$ cat config.mk
export PLATFORM = sky130hd
export DESIGN_NAME = muldiv_seq
export DESIGN_NICKNAME = d
export VERILOG_FILES = /design/src/rtl/muldiv_seq.sv
export SDC_FILE = /design/constraint.sdc
export NUM_CORES = 1
export LEC_CHECK = 0
export BUFFER_PORTS_ARGS = -buffer_cell sky130_fd_sc_hd__buf_2
export CAP_MARGIN = 40
export CORE_ASPECT_RATIO = 0.6
export CORE_MARGIN = 5
export CORE_UTILIZATION = 35
export CTS_CLUSTER_DIAMETER = 150
export CTS_CLUSTER_SIZE = 25
export DETAILED_ROUTE_END_ITERATION = 16
export PLACE_DENSITY_LB_ADDON = 0.05
export SLEW_MARGIN = 20
export SYNTH_ARGS = -nofsm -noshare
export SYNTH_HDL_FRONTEND = slang
export SYNTH_SLANG_ARGS = --single-unit
$ cat constraint.sdc
create_clock -name clk -period 4.7 [get_ports clk]
set_clock_uncertainty 0.05 [all_clocks]
set_input_delay 0.235 -clock clk [delete_from_list [all_inputs] [get_ports clk]]
set_output_delay 0.235 -clock clk [all_outputs]
set_load 0.01 [all_outputs]
$ cat src/rtl/muldiv_seq.sv
// muldiv_seq: iterative radix-2 multiply/divide unit owning the HI/LO registers.
// One shift-add (multiply) or restoring-divide step per cycle; WIDTH steps
// in CALC, then a single FIX cycle applies signs and writes HI/LO.
// Ports:
//   clk, rst_n             clock, asynchronous active-low reset
//   start, op, a, b        request: op 1000 MUL, 1001 MULU, 1010 DIV, 1011 DIVU
//   cancel                 flush; aborts an operation in flight, blocks start
//   hi_we/hi_wdata,
//   lo_we/lo_wdata         mthi/mtlo writes, honoured only while not busy
//   busy                   registered; high while an operation is in flight
//   done                   registered one-cycle pulse after HI/LO update
//   hi, lo                 architectural HI/LO registers
module muldiv_seq #(
  parameter int unsigned WIDTH = 32
) (
  input  logic             clk,
  input  logic             rst_n,
  input  logic             start,
  input  logic [3:0]       op,
  input  logic [WIDTH-1:0] a,
  input  logic [WIDTH-1:0] b,
  input  logic             cancel,
  input  logic             hi_we,
  input  logic             lo_we,
  input  logic [WIDTH-1:0] hi_wdata,
  input  logic [WIDTH-1:0] lo_wdata,
  output logic             busy,
  output logic             done,
  output logic [WIDTH-1:0] hi,
  output logic [WIDTH-1:0] lo
);

  localparam int unsigned CNT_W = $clog2(WIDTH + 1);
  localparam int unsigned ACC_W = 2 * WIDTH;

  typedef enum logic [1:0] {
    IDLE = 2'd0,
    CALC = 2'd1,
    FIX  = 2'd2
  } state_e;

  state_e             state_q, state_d;
  logic [CNT_W-1:0]   cnt_q, cnt_d;
  logic [ACC_W-1:0]   acc_q, acc_d;      // mul: {partial, multiplier}; div: {rem, quot}
  logic [WIDTH-1:0]   opnd_q, opnd_d;    // multiplicand or divisor magnitude
  logic [WIDTH-1:0]   a_orig_q, a_orig_d;
  logic               is_div_q, is_div_d;
  logic               neg_res_q, neg_res_d;  // negate product / quotient
  logic               neg_rem_q, neg_rem_d;  // remainder follows dividend sign
  logic               dz_q, dz_d;
  logic [WIDTH-1:0]   hi_q, hi_d;
  logic [WIDTH-1:0]   lo_q, lo_d;
  logic               busy_q, busy_d;
  logic               done_q, done_d;

  logic               op_valid;
  logic               op_signed;
  logic [WIDTH-1:0]   a_mag;
  logic [WIDTH-1:0]   b_mag;
  logic [WIDTH:0]     mul_sum;
  logic [WIDTH:0]     div_top;
  logic               div_ge;
  logic [WIDTH-1:0]   div_rem;
  logic [ACC_W-1:0]   prod_fix;
  logic [WIDTH-1:0]   quo_fix;
  logic [WIDTH-1:0]   rem_fix;

  // Next-state, datapath step and output logic.
  always_comb begin
    state_d   = state_q;
    cnt_d     = cnt_q;
    acc_d     = acc_q;
    opnd_d    = opnd_q;
    a_orig_d  = a_orig_q;
    is_div_d  = is_div_q;
    neg_res_d = neg_res_q;
    neg_rem_d = neg_rem_q;
    dz_d      = dz_q;
    hi_d      = hi_q;
    lo_d      = lo_q;
    done_d    = 1'b0;

    op_valid  = (op[3:2] == 2'b10);
    op_signed = ~op[0];
    a_mag     = (op_signed && a[WIDTH-1]) ? -a : a;
    b_mag     = (op_signed && b[WIDTH-1]) ? -b : b;

    // Multiply step: conditionally add multiplicand to upper half, shift right.
    mul_sum = {1'b0, acc_q[ACC_W-1:WIDTH]} + {1'b0, (acc_q[0] ? opnd_q : '0)};
    // Divide step: shifted remainder needs WIDTH+1 bits before the compare.
    div_top = acc_q[ACC_W-1:WIDTH-1];
    div_ge  = (div_top >= {1'b0, opnd_q});
    div_rem = WIDTH'(div_top - {1'b0, opnd_q});

    prod_fix = neg_res_q ? -acc_q : acc_q;
    quo_fix  = neg_res_q ? -acc_q[WIDTH-1:0] : acc_q[WIDTH-1:0];
    rem_fix  = neg_rem_q ? -acc_q[ACC_W-1:WIDTH] : acc_q[ACC_W-1:WIDTH];

    // mthi/mtlo only while idle; an accepted start may still take the write.
    if (!busy_q && hi_we) hi_d = hi_wdata;
    if (!busy_q && lo_we) lo_d = lo_wdata;

    unique case (state_q)
      IDLE: begin
        if (start && op_valid && !cancel) begin
          is_div_d  = op[1];
          a_orig_d  = a;
          dz_d      = (b == '0);
          neg_res_d = op_signed && (a[WIDTH-1] ^ b[WIDTH-1]);
          neg_rem_d = op_signed && a[WIDTH-1];
          opnd_d    = op[1] ? b_mag : a_mag;
          acc_d     = {{WIDTH{1'b0}}, (op[1] ? a_mag : b_mag)};
          cnt_d     = '0;
          state_d   = CALC;
        end
      end
      CALC: begin
        if (cancel) begin
          state_d = IDLE;
        end else begin
          if (is_div_q) begin
            acc_d = div_ge ? {div_rem, acc_q[WIDTH-2:0], 1'b1}
                           : {div_top[WIDTH-1:0], acc_q[WIDTH-2:0], 1'b0};
          end else begin
            acc_d = {mul_sum, acc_q[WIDTH-1:1]};
          end
          cnt_d = cnt_q + 1'b1;
          if (cnt_q == CNT_W'(WIDTH - 1)) state_d = FIX;
        end
      end
      FIX: begin
        state_d = IDLE;
        if (!cancel) begin
          done_d = 1'b1;
          if (!is_div_q) begin
            hi_d = prod_fix[ACC_W-1:WIDTH];
            lo_d = prod_fix[WIDTH-1:0];
          end else if (dz_q) begin
            hi_d = a_orig_q;
            lo_d = '1;
          end else begin
            hi_d = rem_fix;
            lo_d = quo_fix;
          end
        end
      end
      default: state_d = IDLE;
    endcase

    busy_d = (state_d != IDLE);
  end

  // State and output registers.
  always_ff @(posedge clk or negedge rst_n) begin
    if (!rst_n) begin
      state_q   <= IDLE;
      cnt_q     <= '0;
      acc_q     <= '0;
      opnd_q    <= '0;
      a_orig_q  <= '0;
      is_div_q  <= 1'b0;
      neg_res_q <= 1'b0;
      neg_rem_q <= 1'b0;
      dz_q      <= 1'b0;
      hi_q      <= '0;
      lo_q      <= '0;
      busy_q    <= 1'b0;
      done_q    <= 1'b0;
    end else begin
      state_q   <= state_d;
      cnt_q     <= cnt_d;
      acc_q     <= acc_d;
      opnd_q    <= opnd_d;
      a_orig_q  <= a_orig_d;
      is_div_q  <= is_div_d;
      neg_res_q <= neg_res_d;
      neg_rem_q <= neg_rem_d;
      dz_q      <= dz_d;
      hi_q      <= hi_d;
      lo_q      <= lo_d;
      busy_q    <= busy_d;
      done_q    <= done_d;
    end
  end

  assign busy = busy_q;
  assign done = done_q;
  assign hi   = hi_q;
  assign lo   = lo_q;

endmodule

==> results of run 1 <==
-- timing repair --
item / CTS / global route
endpoints found under the setup margin: 0 / 0
hold buffers: 67 / 0
setup buffers: 0 / 0
endpoints found under the hold margin: 172 / 0
-- metrics by stage --
step / std cells / area, um2 / utilization, % / worst slack, ns / power (W)
final: 3100 / 20200 / 41.1 / 0.564 / 0.0107
after global routing: 3100 / 20200 / 41.1 / 0.326 / 0.0113
after CTS: 3096 / 20100 / 41.0 / 0.612 / 0.0104
after detailed placement: 3013 / 19100 / 38.9 / 0.677 / 0.00915
after global placement: 3009 / 19100 / 38.8 / 0.707 / 0.00920
after floorplan: 2243 / 17300 / - / 1.35 / 0.00681
-- power by group through the flow --
| stage | registers (W) | clock network, W | logic (W) |
|---|---|---|---|
| 2_1_floorplan | 0.00252 | 0 | 0.00429 |
| 3_3_place_gp | 0.00275 | 0 | 0.00645 |
| 3_5_place_dp | 0.00276 | 0 | 0.00639 |
| 4_1_cts | 0.00272 | 0.00126 | 0.00646 |
| 5_1_grt | 0.00279 | 0.00130 | 0.00721 |
| 6_report | 0.00275 | 0.00123 | 0.00671 |
-- state kept, by name, indices dropped and copies added, names as in the netlist, 2 cells and up --
signal / flops
opnd_q: 32
hi: 32
a_orig_q: 32
state_q: 2
cnt_q: 6
lo: 32
acc_q: 64
-- worst min path at each step --
| stage | slack, ns | cells after the start | endpoint |
|---|---|---|---|
| final | 0.01 | 3 | a_orig_q[28] |
| after global routing | 0.02 | 3 | a_orig_q[28] |
| after CTS | 0.00001 | 3 | a_orig_q[28] |
| after detailed placement | 0.35 | 1 | lo[13] |
| after global placement | 0.36 | 1 | lo[13] |
| after floorplan | -0.11 | 0 | a_orig_q[0] |
-- cells in the mapped netlist (23+ instances only) --
master	n	area (um2)
or3_1	24	150
a21oi_1	191	956
xor2_1	86	753
nand2b_1	25	156
nor2_1	176	661
mux2i_1	90	901
a32oi_1	23	201
xnor2_1	82	718
a22oi_1	27	203
o31ai_1	25	188
o21ai_0	196	981
clkbuf_1	130	488
nand2_1	346	1300
ha_1	69	863
nor3_1	52	260
nand3_1	59	295
a31oi_1	27	169
o211ai_1	28	210
inv_1	70	263
dfrtp_1	206	5150
a21o_1	26	195
-- cells by family (layout without fill, tap and decap cells) --
kind of cell / count (synthesis) / count (layout) / synth area share [%]
muxes: 96 / 96 / 5.63
xor gates and xnor gates: 168 / 168 / 8.52
adders and majority gates: 71 / 71 / 5.23
buffers and inverters: 228 / 435 / 5.09
and+or+nand+nor: 797 / 797 / 21.3
AOI/OAI and AO/OA: 677 / 677 / 24.4
DFF: 206 / 206 / 29.8
-- layer usage --
metal / wire (um) / vias up
met5: 117 / -
met4: 1060 / 2
met3: 8960 / 63
met2: 30700 / 789
met1: 40300 / 9141
li1: - / 8438
-- final cells by class --
class,count,area share (%)
multi-input combinational,1809,55.8
sequential,206,25.6
timing repair buffer,347,11.6
clock inverter,1,0.0992
tap,650,4.03
inverter,72,1.34
clock buffer,15,1.65
-- critical path, cell delays in order (launching register included) --
cell      delay (ns)
dfrtp_1         0.40
inv_1           0.44
nor2_1          0.18
ha_1            0.41
nand3_1         0.10
o211ai_1        0.34
a21oi_1         0.12
buf_4           0.18
o21ai_0         0.30
a31oi_1         0.24
o31ai_1         0.68
mux2i_1         0.16
a311oi_1        0.28
o21ai_0         0.13
==> run metrics, run 1 <==
hold crit path type=in -> reg; first-pass GRT wire length=118000 um; GRT overflow=0; overall routing resource usage=28.7%; internal power=0.00517 W; DR vias=18433; Max-cap violations=0; worst-path fanout max=13; clk_lat worst skew=0.52 ns; M2 GR Usage=37.7%; sequential element share of the synthesized area=29.8%; register area=0.00516 mm2; r2r setup slk=0.56 ns; Yosys cell types=84; CTS tree=built; largest net degree at the start of global routing=110; RSZ-0062 raised after global routing=no; Mean Syn Cell Area=7.70 um2; WL/cell=26.2 um; reg2reg start=acc_q[0]; Syn Inst Count=2243; Final Hold Fails=0; Setup Viol. Count Final=0; Logic pwr share=62.7%; Core ar.=0.0491 mm2; WS Path Type=reg -> reg; LEAKAGE=8.98 nW; critical path startpoint category=flop; met3 Use GR=9.31%; Post-route DRC=0; clock root buffer=clkbuf_16; R2R depth=13; nets=2657; Worst Setup SP=acc_q[0]; I/O pins=204; Fillers=5080; Clk pwr share=11.5%; Total Wirelength=81100 um; htree depth=1; critical path data arrival time=4.48 ns; capture point of the worst path=acc_q[62]; Required @ worst endpoint=5.05 ns; DIE WIDTH=297 um; antenna cell count=0; Worst Tran Pin Value=1.09 ns; gr busiest metal=met1; Async SR Flop Fraction=100%; initial core utilization=35.2%; GR Layer Usage met1=45.6%; sw frac=51.7%; Multi-input gate area=0.0113 mm2; fin. max-slew vios=0; status=finished clean; Sw Pwr=0.00553 W; Die Y-Extent=182 um; initial antenna violation count=1; DR pass1 iterations=6; Via density=5.95; Worst Hold Launch=a[28]; Post-DRT Antenna Nets=0; Clock transition at path regs=0.12 ns; min cycle time layout=4.14 ns; RePlAce Congestion=0.981; Post-synth EDFFs=0; layout cells sized above 1=13.4%; #FFs+latches synth=206; CTS Sinks=206; maximum VDD drop=261 uV; num rows=63; DIE AREA=0.0541 mm2; Post-DP HPWL=63300 um; pwr/cell area=530 mW/mm2; P&R area growth vs syn=16.9%; sequential share of power=25.7%; most frequent cells in the layout=nand2_1, dfrtp_1, buf_2; capturing point of the worst reg2reg path=acc_q[62]; post-CTS sizing=0; Synth Net Count=2452; CTS max path bufs=3; number of global-route vias before repair=16959; Most used DFF post-synth=dfrtp_1; Period Utilization, post-route=88.0%; Synth Warn #=0; Initial DRC Count=2108; CP Capture Type=flop; commonest non-fill, non-tap cell in the layout=nand2_1; WHS=0.0136 ns; Post-Syn Area=0.0173 mm2; Slew HR=26.9%; Fmax=242 MHz; port bufs=203; CTS Buf Count=12; setup_tns=0 ns
Note: power is estimated with default switching activity, not from simulation.
==> inputs of run 2 (changes only) <==
--- a/config.mk
+++ b/config.mk
@@ -14,6 +14,7 @@
 export CTS_CLUSTER_SIZE = 25
 export DETAILED_ROUTE_END_ITERATION = 16
 export PLACE_DENSITY_LB_ADDON = 0.05
+export REMOVE_ABC_BUFFERS = 1
 export SLEW_MARGIN = 20
 export SYNTH_ARGS = -nofsm -noshare
 export SYNTH_HDL_FRONTEND = slang
==> run 2 against run 1 <==
Against the previous run: cell area rose by 0.25%; worst setup slack improved by 0.056 ns; final cell count up 0.13%; highest routed layer is now met4; power shrank 6.0%; sequential cell count did not move; global-route usage fell by 3.5 points; via count is 3.4% lower; die area unchanged; register-to-register slack better by 0.06 ns; combinational power fell by 9.8%; non-clock buffer count increased by 2; largest power group unchanged.
==> run metrics, run 2 (synthesis gave the netlist of run 1 again) <==
DR vias=17811 (-3.4%); overall routing resource usage=25.2% (-3.5 points); post-CTS sizing=0 (unchanged); DIE AREA=0.0541 mm2 (unchanged); first-pass GRT wire length=108000 um (-9.1%); capturing point of the worst reg2reg path=acc_q[62]; initial core utilization=35.2% (unchanged); hold crit path type=in -> reg; CTS tree=built; num rows=63 (unchanged); final cell count without fillers=3104 (+0.13%); cells along the critical path=inv_1 > nor2_1 > ha_1 > nand3_1 > o211ai_1 > a21oi_1 > buf_4 > o21ai_0 > a31oi_1 > o31ai_1 > mux2i_1 > a311oi_1 > o21ai_0; CTS Buf Count=12 (unchanged); number of global-route vias before repair=16847 (-0.66%); number of flip-flops in the largest register=64 (unchanged); pwr/cell area=496 mW/mm2 (-6.3%); CP bufs+invs=2 (unchanged); r2r setup slk=0.62 ns (+0.06 ns); R2R depth=13 (unchanged); Top Metal Used=met4; CTS max path bufs=3 (unchanged); GRT overflow=0 (unchanged); Largest Register=acc_q; Slew HR=42.5% (+16 points); Die Y-Extent=182 um (unchanged); RePlAce Congestion=0.963 (-1.8%); min cycle time layout=4.08 ns (-0.0557 ns); Period Utilization, post-route=86.8% (-1.2 points); CP top delay family=compound AO/OA/AOI/OAI gates; WL/cell=22.7 um (-13%); hold endpoint=hi[27]; CP Capture Type=flop; routed wl met3=4640 um (-48%); maximum VDD drop=264 uV (+1.1%); most frequent CP cell=o21ai_0; Slowest Stage Delay on Critical Path=0.61 ns (-0.07 ns); setup_tns=0 ns (unchanged); clk_lat worst skew=0.53 ns (about the same); WHS=0.0163 ns (+0.00268 ns); register area=0.00516 mm2 (unchanged); Slowest cell on crit path=o31ai_1; clock root buffer=clkbuf_16; htree depth=1 (unchanged); Core ar.=0.0491 mm2 (unchanged); RSZ-0062 raised after global routing=no; I/O pins=204 (unchanged); DR pass1 iterations=6 (unchanged); most frequent cells in the layout=nand2_1, dfrtp_1, buf_2; critical path data arrival time=4.45 ns (-0.03 ns); Post-DP HPWL=54000 um (-15%); reg2reg start=acc_q[0]; wl on met1=36000 um (-11%); Worst Tran Pin Value=0.863 ns (-0.226 ns); dpl cells=3004 (-0.30%); Via density=5.74 (-3.5%); Max-cap violations=0 (unchanged); Final Hold Fails=0 (unchanged); Total Wirelength=70600 um (-13%); fin. max-slew vios=0 (unchanged); Fmax=245 MHz (+1.4%); Setup Viol. Count Final=0 (unchanged); Post-route DRC=0 (unchanged); setup bufs post-CTS=0 (unchanged); port bufs=203 (unchanged); Multi-input gate area=0.0113 mm2 (about the same); Required @ worst endpoint=5.07 ns (+0.02 ns); status=finished clean; Fillers=5152 (+1.4%); largest net degree at the start of global routing=97 (-12%); P&R area growth vs syn=17.2%; Initial DRC Count=1383 (-34%); layout cells sized above 1=13.0% (-0.46 points); Worst Hold Launch=hi_wdata[27]; critical path startpoint category=flop; WS Path Type=reg -> reg; Clock transition at path regs=0.13 ns (about the same); hold-critical path depth=3 (unchanged); routed wl met2=28700 um (-6.4%); LEAKAGE=8.98 nW (about the same); Post-DRT Antenna Nets=0 (unchanged); nets=2659 (+0.075%); commonest non-fill, non-tap cell in the layout=nand2_1; worst-path fanout max=11 (-2); DIE WIDTH=297 um (unchanged); CTS Sinks=206 (unchanged); initial antenna violation count=1 (unchanged)
==> run 2: cell count changes in the layout (fill, tap and decap cells not counted), sizes merged <==
cell | before | now
buf | 279 | 268
diode | 0 | 2
dlygate4sd3 | 67 | 81
clkbuf | 16 | 15
==> run 2: area by class of cell <==
cell class                      instances  area share, %
Sequential cell                       206           25.5
Clock buffer                           15           1.64
Inverter                               72           1.34
Multi-Input combinational cell       1809           55.6
Timing Repair Buffer                  349           11.7
Tap cell                              650           4.02
Antenna cell                            2         0.0247
Clock inverter                          1         0.0989
==> run 2: per-layer routing <==
layer / vias to the layer above / track usage, %
li1: 8461 / -
met1: 8694 / 39.8
met2: 591 / 36.6
met3: 65 / 4.03
met4: 0 / 3.97
met5: - / 0
==> run 2: worst reg2reg max path, delay by kind of cell, from the launching register on <==
| family | cells | cell delay, ns |
|---|---|---|
| fa+ha+maj | 1 | 0.39 |
| simple gates | 2 | 0.21 |
| flops | 1 | 0.46 |
| buf+inv | 2 | 0.61 |
| mux | 1 | 0.15 |
| compound gates | 7 | 2.14 |
==> run 2: power by group <==
part / internal (W) / switching [W] / total (W) / leakage [nW]
clock network: 0.000519 / 0.000715 / 0.00123 / 0.172
logic: 0.00241 / 0.00365 / 0.00605 / 6.28
registers: 0.00216 / 0.000597 / 0.00276 / 2.53
==> run 2: per-stage QoR <==
step	area [um2]	util (%)	setup WS (ns)	total power (W)
global placement	19000	38.7	0.714	0.00867
floorplan	16700	-	0.275	0.00668
global route	20200	41.2	0.314	0.0108
finish	20200	41.2	0.620	0.0100
CTS	20200	41.2	0.618	0.0100
detailed placement	19100	38.8	0.648	0.00868
==> run 2: worst max-delay path by stage <==
stage | from | end | cells after the start
floorplan | state_q[1] | acc_q[63] | 9
global placement | acc_q[0] | acc_q[62] | 13
detailed placement | acc_q[31] | acc_q[60] | 13
CTS | acc_q[31] | acc_q[60] | 13
global route | acc_q[0] | acc_q[62] | 13
finish | acc_q[0] | acc_q[62] | 13
==> run 2: repair_timing <==
item	4_1_cts	5_1_grt
hold buffers	81	0
endpoints found under the setup margin	0	0
endpoints found under the hold margin	155	0
